[src/rtl/ram_array_pkg.sv]
// Shared definitions for the parametrised word RAM: default geometry and
// the two-state controller encoding used by ram_init_ctrl and ram_array.
package ram_array_pkg;

    localparam int RAM_WORDSIZE = 8;
    localparam int RAM_DEPTH    = 16;

    typedef enum logic {
        RAM_ST_INIT = 1'b0,
        RAM_ST_RUN  = 1'b1
    } ram_state_e;

endpackage

[src/rtl/ram_init_ctrl.sv]
// Init/run controller: walks a counter over every word after reset or a
// clear request and exposes it as a zero-write port for the RAM.
module ram_init_ctrl
    import ram_array_pkg::*;
#(
    parameter int DEPTH = RAM_DEPTH,
    parameter int AW    = $clog2(DEPTH)
) (
    input  logic          clk,
    input  logic          clr,
    input  logic          clear,
    output ram_state_e    state,
    output logic          init_we,
    output logic [AW-1:0] init_addr
);

    localparam logic [AW-1:0] LAST = AW'(DEPTH - 1);

    ram_state_e    state_q, state_d;
    logic [AW-1:0] cnt_q, cnt_d;

    always_ff @(posedge clk or negedge clr) begin
        if (!clr) begin
            state_q <= RAM_ST_INIT;
            cnt_q   <= '0;
        end else begin
            state_q <= state_d;
            cnt_q   <= cnt_d;
        end
    end

    always_comb begin
        state_d = state_q;
        cnt_d   = cnt_q;
        case (state_q)
            RAM_ST_INIT: begin
                // clear has no effect here: a sweep in progress always runs to the end
                cnt_d = cnt_q + 1'b1;
                if (cnt_q == LAST) begin
                    state_d = RAM_ST_RUN;
                    cnt_d   = '0;
                end
            end
            RAM_ST_RUN: begin
                if (clear) begin
                    state_d = RAM_ST_INIT;
                end
            end
            default: begin
                state_d = RAM_ST_INIT;
                cnt_d   = '0;
            end
        endcase
    end

    assign state     = state_q;
    assign init_we   = (state_q == RAM_ST_INIT);
    assign init_addr = cnt_q;

endmodule

[src/rtl/ram_array.sv]
// Single-port word RAM with req/ready handshake, one-cycle registered read,
// out-of-range flagging and a self-clearing zero sweep.
module ram_array
    import ram_array_pkg::*;
#(
    parameter int  WIDTH = RAM_WORDSIZE,
    parameter int  DEPTH = RAM_DEPTH,
    localparam int AW    = $clog2(DEPTH)
) (
    input  logic             clk,
    input  logic             clr,
    input  logic             req,
    input  logic             we,
    input  logic [AW-1:0]    addr,
    input  logic [WIDTH-1:0] data_in,
    input  logic             clear,
    output logic             ready,
    output logic             rvalid,
    output logic [WIDTH-1:0] data_out,
    output logic             addr_err,
    output logic             init_busy
);

    ram_state_e    state;
    logic          init_we;
    logic [AW-1:0] init_addr;

    ram_init_ctrl #(
        .DEPTH (DEPTH),
        .AW    (AW)
    ) u_init_ctrl (
        .clk       (clk),
        .clr       (clr),
        .clear     (clear),
        .state     (state),
        .init_we   (init_we),
        .init_addr (init_addr)
    );

    logic [WIDTH-1:0] mem [DEPTH];
    logic             accept;
    logic             in_range;
    logic             rd_en;
    logic             wr_en;
    logic [AW-1:0]    wr_addr;
    logic [WIDTH-1:0] wr_data;
    logic [WIDTH-1:0] ram_q;
    logic             rvalid_q;
    logic             addr_err_q;
    logic             zero_q;

    assign ready    = (state == RAM_ST_RUN) && !clear;
    assign accept   = req && ready;
    assign in_range = ({1'b0, addr} < (AW + 1)'(DEPTH));
    assign rd_en    = accept && !we && in_range;

    // accept is only possible in RUN, so the sweep and user writes never collide
    assign wr_en   = init_we || (accept && we && in_range);
    assign wr_addr = init_we ? init_addr : addr;
    assign wr_data = init_we ? '0 : data_in;

    always_ff @(posedge clk) begin
        if (wr_en) begin
            mem[wr_addr] <= wr_data;
        end
    end

    always_ff @(posedge clk) begin
        if (rd_en) begin
            ram_q <= mem[addr];
        end
    end

    // zero_q masks the unreset RAM output register after reset and on out-of-range reads
    always_ff @(posedge clk or negedge clr) begin
        if (!clr) begin
            rvalid_q   <= 1'b0;
            addr_err_q <= 1'b0;
            zero_q     <= 1'b1;
        end else begin
            rvalid_q   <= accept && !we;
            addr_err_q <= accept && !in_range;
            if (accept && !we) begin
                zero_q <= !in_range;
            end
        end
    end

    assign rvalid    = rvalid_q;
    assign addr_err  = addr_err_q;
    assign data_out  = zero_q ? '0 : ram_q;
    assign init_busy = (state == RAM_ST_INIT);

endmodule
[config.mk]
export PLATFORM = sky130hd
export DESIGN_NAME = ram_array
export DESIGN_NICKNAME = d
export VERILOG_FILES = /design/src/rtl/ram_array_pkg.sv /design/src/rtl/ram_init_ctrl.sv /design/src/rtl/ram_array.sv
export SDC_FILE = /design/constraint.sdc
export NUM_CORES = 1
export LEC_CHECK = 0
export CORE_MARGIN = 2
export CORE_UTILIZATION = 39
export CTS_BUF_LIST = sky130_fd_sc_hd__clkbuf_4
export DETAILED_ROUTE_END_ITERATION = 6
export GPL_TIMING_DRIVEN = 0
export HOLD_SLACK_MARGIN = 0.03
export PLACE_DENSITY = 0.61
export REMOVE_ABC_BUFFERS = 1
export SLEW_MARGIN = 20
export SYNTH_ARGS = -nofsm -noshare
export SYNTH_HDL_FRONTEND = slang
export SYNTH_SLANG_ARGS = --single-unit
[constraint.sdc]
create_clock -name clk -period 3.9 [get_ports clk]
set_input_delay 0.78 -clock clk [delete_from_list [all_inputs] [get_ports clk]]
set_output_delay 0.78 -clock clk [all_outputs]
set_load 0.02 [all_outputs]
==> impl_metrics.py, run 1 <==
metrics = {
    "clock_network": {
        "clkSlewWorstSetupHoldPaths_ns": 0.11,
        "clockBufferDepth": 2,
        "cts_sinks": 143,
        "tritoncts": "done",
        "cts_root_buf": "clkbuf_4",
        "post_cts_buffers": 0,
        "h-tree-depth": 4,
        "cts-hold-fix-buffers": 0,
        "cts_made_buffers": 17,
        "worstSkewPairLatency_ns": 0.53,
        "cts.repair.resized": 0,
    },
    "cells_and_area": {
        "seqCellArea_sq_mm": 0.00426,
        "antennaDiodeCount": 0,
        "n_fill_cell": 1266,
        "final_area_sq_mm": 0.00661,
        "final_nets": 362,
        "drive_gt1_share_pct": 26.3,
        "area_growth_pct": 14.0,
        "multi_input_area_sq_mm": 0.00146,
        "fin_cells": 541,
    },
    "timing": {
        "worst_slew_pin_slew_ns": 0.999,
        "clock_skew_ns": 0.0149,
        "fin_ws_ns": 0.715,
        "rsz0062_at_grt": "no",
        "setup_violations": 0,
        "hold_slack_ns": 0.505,
        "drv_slew": 0,
        "finalCriticalPeriod_ns": 3.19,
        "max_slew_margin_pct": 33.2,
        "fmax_mhz": 314,
        "fin_crit_sh_pct": 81.7,
        "hold_viol": 0,
    },
    "logic_synthesis": {
        "synth_top_family_by_area": "multiplexers",
        "synthXorXnorAreaFrac_pct": 0.151,
        "synth_edf_count": 136,
        "synth.most_common_cell": "edfxtp_1",
        "seq_area_frac_synth_pct": 73.5,
        "synth.distinct_cells": 43,
        "synthArstFlopShare_pct": 4.90,
        "ys.flop_type": "edfxtp_1",
        "yosysTopAreaCellShare_pct": 70.4,
        "syn_area_sq_mm": 0.00580,
        "ys_ff_latch": 143,
        "synth_mux_area_share_pct": 15.0,
        "synth_fa_ha_area_share_pct": 0.216,
        "synth_top_area_cell": "edfxtp_1",
        "synthSimpleGateAreaFrac_pct": 4.72,
        "postSynthCellCount": 310,
        "synth_compound_area_share_pct": 4.31,
        "syn_avg_cell_area_sq_um": 18.7,
        "ys_top_cells_by_area": "edfxtp_1 70%, mux2_2 6.8%, mux4_2 3.5%",
        "ys_warn_count": 0,
        "yosys-top-cells-count": "136 x edfxtp_1, 35 x mux2_2, 16 x o22ai_1, 10 x nor2b_1",
    },
    "floorplanning": {
        "die_h_um": 126,
        "core_sq_mm": 0.0145,
        "dieArea_sq_mm": 0.0159,
        "boundaryPins": 29,
        "die_w_um": 126,
        "start_util_pct": 39.9,
        "rows": 44,
    },
    "routing": {
        "drt_iter0_drc": 220,
        "ant_nets": 0,
        "wire_per_inst_um": 20.9,
        "viasPerCell": 5.45,
        "num_vias": 2950,
        "wl_um": 11300,
        "drc": 0,
        "firstDrtPassIters": 6,
    },
    "placed_design": {
        "globalplace.congestion": 0.756,
        "dp_hpwl_um": 6990,
        "placed_area_sq_mm": 0.00627,
        "placedCellCount": 509,
        "port_buffers": 27,
        "pre_cts_slack_ns": -0.116,
    },
    "global_route": {
        "busiest_layer": "met2",
        "grt_usage_pct": 14.9,
        "grt_antenna_before_repair": 0,
        "grt_max_degree": 51,
        "grt_pass1_vias": 2954,
        "grt-ovfl-total": 0,
        "grt_pass1_wl_um": 17300,
        "gr-usage-met3_pct": 4.12,
        "gr-usage-met2_pct": 23.2,
        "grtUsageMet1_pct": 19.8,
    },
    "run_status": {
        "status": "finished clean",
    },
    "setup_path": {
        "start_kind": "flop",
        "end_kind": "primary output",
        "worstSetupPathType": "flop to primary output",
        "cp.arrival_ns": 2.41,
        "cp_max_fo": 21,
        "cp.required_ns": 3.12,
    },
    "power": {
        "ir_drop_mv": 0.349,
        "p_leak_nw": 2.17,
        "power_density_mw_per_mm2": 617,
    },
    "min_path": {
        "hold_path.class": "input port to asynchronous set/reset pin",
    },
    "job": {
        "cap_violations": 0,
    },
}
## worst paths after layout
check / cells after the start / to / from / slack, ns
min: 1 / u_init_ctrl.init_addr[2]$_DFFE_PN0N_ / clr / 0.50
max: 2 / init_busy / u_init_ctrl.state$_DFF_PN0_ / 0.71
max reg2reg: 3 / mem[14][4]$_DFFE_PP_ / u_init_ctrl.state$_DFF_PN0_ / 1.01
min reg2reg: 1 / u_init_ctrl.init_addr[2]$_DFFE_PN0N_ / u_init_ctrl.init_addr[2]$_DFFE_PN0N_ / 0.51
min in group clk: 1 / u_init_ctrl.init_addr[2]$_DFFE_PN0N_ / u_init_ctrl.init_addr[2]$_DFFE_PN0N_ / 0.51
max in group asynchronous: 1 / zero_q$_DFFE_PN1P_ / clr / 3.10
## state kept, by name (all words and copies together), names as in the netlist
signal and cells:
mem 128, zero_q 1, rvalid 1, ram_q 8, u_init_ctrl.state 1, u_init_ctrl.init_addr 4
## worst max-delay path, cell delays in order, from the launching register on
cell,delay (ns)
dfrtp_1,0.82
clkinv_1,0.43
clkdlybuf4s50_1,0.64
## layer usage
| layer | routed length [um] | vias up |
|---|---|---|
| li1 | - | 1326 |
| met1 | 5010 | 1526 |
| met2 | 5500 | 83 |
| met3 | 572 | 15 |
| met4 | 206 | 0 |
| met5 | 0 | - |
## placed cells by master (no fill, tap or decap), drive strengths merged, types with 2 or more instances in the layout
cell	count
dfrtp	6
nor2	9
mux2i	9
nand2	4
clkdlybuf4s50	25
edfxtp	136
a31oi	2
buf	7
mux2	35
inv	2
nor2b	10
clkinvlp	4
nor3	9
mux4	16
o221ai	8
clkbuf	17
nand2b	2
bufinv	5
and2	8
o22ai	16
nand3	2
o211ai	2
clkinv	7
## cell type report
type	count	area share [%]
flip-flops and latches	143	64.5
multi-input cells	147	22.1
repair buffers	32	4.54
well taps	184	3.48
clock inverters	15	3.31
clock buffers	17	1.93
inverters	3	0.170
## per-stage QoR
| stage | TNS [ns] | power [mW] | utilization (%) |
|---|---|---|---|
| 2_1_floorplan | 0 | 2.68 | - |
| 3_3_place_gp | -129.82 | 2.94 | 42.6 |
| 3_5_place_dp | -3.14 | 3.03 | 43.1 |
| 4_1_cts | 0 | 4.12 | 45.5 |
| 5_1_grt | 0 | 4.26 | 45.5 |
| 6_report | 0 | 4.08 | 45.5 |
## report_power, final
group | internal, mW | leakage, nW | switching, mW
Sequential | 2.08 | 1.35 | 0.0978
Clock | 0.569 | 0.169 | 0.524
Combinational | 0.282 | 0.642 | 0.518
Total | 2.94 | 2.17 | 1.14
## cells by family after synthesis
| kind of cell | after synthesis |
|---|---|
| DFF | 143 |
| muxes | 60 |
| and+or+nand+nor | 49 |
| AOI/OAI and AO/OA | 35 |
| buffers and inverters | 20 |
| adders and majority gates | 1 |
| other | 1 |
| xor gates and xnor gates | 1 |
Power figures use the tool's default switching activity.
==> inputs of run 2 (changes only) <==
--- a/config.mk
+++ b/config.mk
@@ -11,7 +11,7 @@
 export DETAILED_ROUTE_END_ITERATION = 6
 export GPL_TIMING_DRIVEN = 0
 export HOLD_SLACK_MARGIN = 0.03
-export PLACE_DENSITY = 0.61
+export PLACE_DENSITY = 0.63
 export REMOVE_ABC_BUFFERS = 1
 export SLEW_MARGIN = 20
 export SYNTH_ARGS = -nofsm -noshare
==> constraint.sdc (replaced) <==
create_clock -name clk -period 2.56 [get_ports clk]
set_input_delay 0.512 -clock clk [delete_from_list [all_inputs] [get_ports clk]]
set_output_delay 0.512 -clock clk [all_outputs]
set_load 0.02 [all_outputs]
==> run 2 against run 1 <==
The run now ends with negative setup slack left; global-route usage grew 0.072 points; sequential share of layout area grew 0.70 points; highest routed layer unchanged; largest power group unchanged; largest cell class unchanged; design area shrank 0.98%; cell count shrank 0.37%.
==> impl_metrics.py, run 2 (same netlist as run 1, synthesis figures left out) <==
metrics = {
    "run_status": {
        "status": "finished, violations left",
        "failed_checks": "negative setup slack",
    },
    "cells_and_area": {
        "drive_gt1_share_pct": 27.3,
        "largest_register_ffs": 128,
        "area_growth_pct": 12.8,
        "final_area_sq_mm": 0.00654,
        "antennaDiodeCount": 0,
        "final_nets": 360,
        "regMostFlops": "mem",
        "fin_cells": 539,
        "final_cell_mix": "136 x edfxtp_1, 35 x mux2_2, 25 x clkdlybuf4s50_1",
        "layout_commonest_cell": "edfxtp_1",
    },
    "routing": {
        "drt_iter0_drc": 263,
        "drc": 0,
        "wire_per_inst_um": 20.9,
        "ant_nets": 0,
        "viasPerCell": 5.40,
        "firstDrtPassIters": 5,
        "wl_um": 11300,
        "num_vias": 2908,
    },
    "setup_path": {
        "worstSetupPathType": "input port to flop",
        "ff2ff_setup_slack_ns": 0.19,
        "start_kind": "input port",
        "cp.arrival_ns": 2.77,
        "end_kind": "flop",
        "cp_max_fo": 18,
        "cp.required_ns": 2.70,
    },
    "global_route": {
        "grt_pass1_wl_um": 17400,
        "grt_pass1_vias": 2964,
        "grt_max_degree": 51,
        "grt_antenna_before_repair": 0,
        "grt-ovfl-total": 0,
        "grt_usage_pct": 15.0,
    },
    "timing": {
        "rsz0062_at_grt": "yes",
        "fmax_mhz": 381,
        "fin_ws_ns": -0.0649,
        "max_slew_margin_pct": 44.2,
        "finalCriticalPeriod_ns": 2.62,
        "drv_slew": 0,
        "hold_viol": 0,
        "fin_crit_sh_pct": 103,
        "worst_slew_pin_slew_ns": 0.834,
        "setup_violations": 23,
        "hold_slack_ns": 0.301,
        "clock_skew_ns": 0.0131,
    },
    "power": {
        "p_leak_nw": 2.14,
        "p_total_mw": 5.95,
        "ir_drop_mv": 0.609,
        "power_density_mw_per_mm2": 909,
    },
    "floorplanning": {
        "die_h_um": 126,
        "die_w_um": 126,
        "boundaryPins": 29,
        "dieArea_sq_mm": 0.0159,
        "core_sq_mm": 0.0145,
        "start_util_pct": 39.9,
        "rows": 44,
    },
    "placed_design": {
        "dp_hpwl_um": 6980,
        "port_buffers": 27,
        "placedCellCount": 506,
        "globalplace.congestion": 0.756,
        "placed_area_sq_mm": 0.00624,
    },
    "clock_network": {
        "worstSkewPairLatency_ns": 0.50,
        "tritoncts": "done",
        "clkSlewWorstSetupHoldPaths_ns": 0.11,
        "cts_sinks": 143,
        "h-tree-depth": 4,
        "cts_root_buf": "clkbuf_4",
        "cts-hold-fix-buffers": 0,
        "cts_made_buffers": 17,
        "clockBufferDepth": 2,
    },
    "min_path": {
        "hold_path.class": "input port to asynchronous set/reset pin",
    },
    "job": {
        "cap_violations": 0,
    },
}
-- run 2: cell type report --
| cell class | instances | area [sq um] |
|---|---|---|
| clock buffer | 23 | 173 |
| clock inverter | 9 | 93.8 |
| fill | 1286 | 7990 |
| inverter | 3 | 11.3 |
| multi-input combinational | 147 | 1490 |
| sequential | 143 | 4260 |
| tap | 184 | 230 |
| timing repair buffer | 30 | 285 |
-- run 2: metal layers --
layer	up-vias	global-route usage, %	part of all wire (%)
met5	-	0	0
li1	1325	-	-
met4	0	4.72	1.3
met3	11	3.40	4.5
met1	1503	21.1	47
met2	69	23.3	48
-- run 2: worst paths after layout --
check                                                       end  cells after the start                                 start
max                                         mem[9][6]$_DFFE_PP_                      4                               addr[3]
min                                 u_init_ctrl.state$_DFF_PN0_                      1                                   clr
max reg2reg                                mem[13][4]$_DFFE_PP_                      3           u_init_ctrl.state$_DFF_PN0_
min reg2reg                u_init_ctrl.init_addr[2]$_DFFE_PN0N_                      1  u_init_ctrl.init_addr[2]$_DFFE_PN0N_
max in group asynchronous           u_init_ctrl.state$_DFF_PN0_                      1                                   clr
min in group clk           u_init_ctrl.init_addr[2]$_DFFE_PN0N_                      1  u_init_ctrl.init_addr[2]$_DFFE_PN0N_
-- run 2: worst max-delay path, stage by stage --
cell,delay (ns)
clkdlybuf4s50_1,0.95
mux2_2,0.42
o211ai_1,0.19
nor2_1,0.69
-- run 2: repair_timing --
item,in CTS,in global routing
endpoints found under the setup margin,87,111
pin swaps,0,0
gates resized for setup,7,2
hold endpoints to repair,0,0
setup buffers,0,1
-- run 2: power by group --
group / leakage [nW] / switching, mW / internal (mW)
combinational: 0.634 / 0.837 / 0.432
clock: 0.151 / 0.728 / 0.632
sequential: 1.35 / 0.141 / 3.18
-- run 2: stage by stage --
| step | TNS [ns] | util, % | setup slack [ns] |
|---|---|---|---|
| 3_3_place_gp | -269.50 | 42.6 | -2.44 |
| 3_5_place_dp | -67.15 | 42.9 | -0.871 |
| 6_report | -0.735 | 45.0 | -0.0649 |
| 2_1_floorplan | 0 | - | 0.113 |
| 5_1_grt | -6.68 | 45.0 | -0.140 |
| 4_1_cts | -0.222 | 44.9 | -0.0297 |
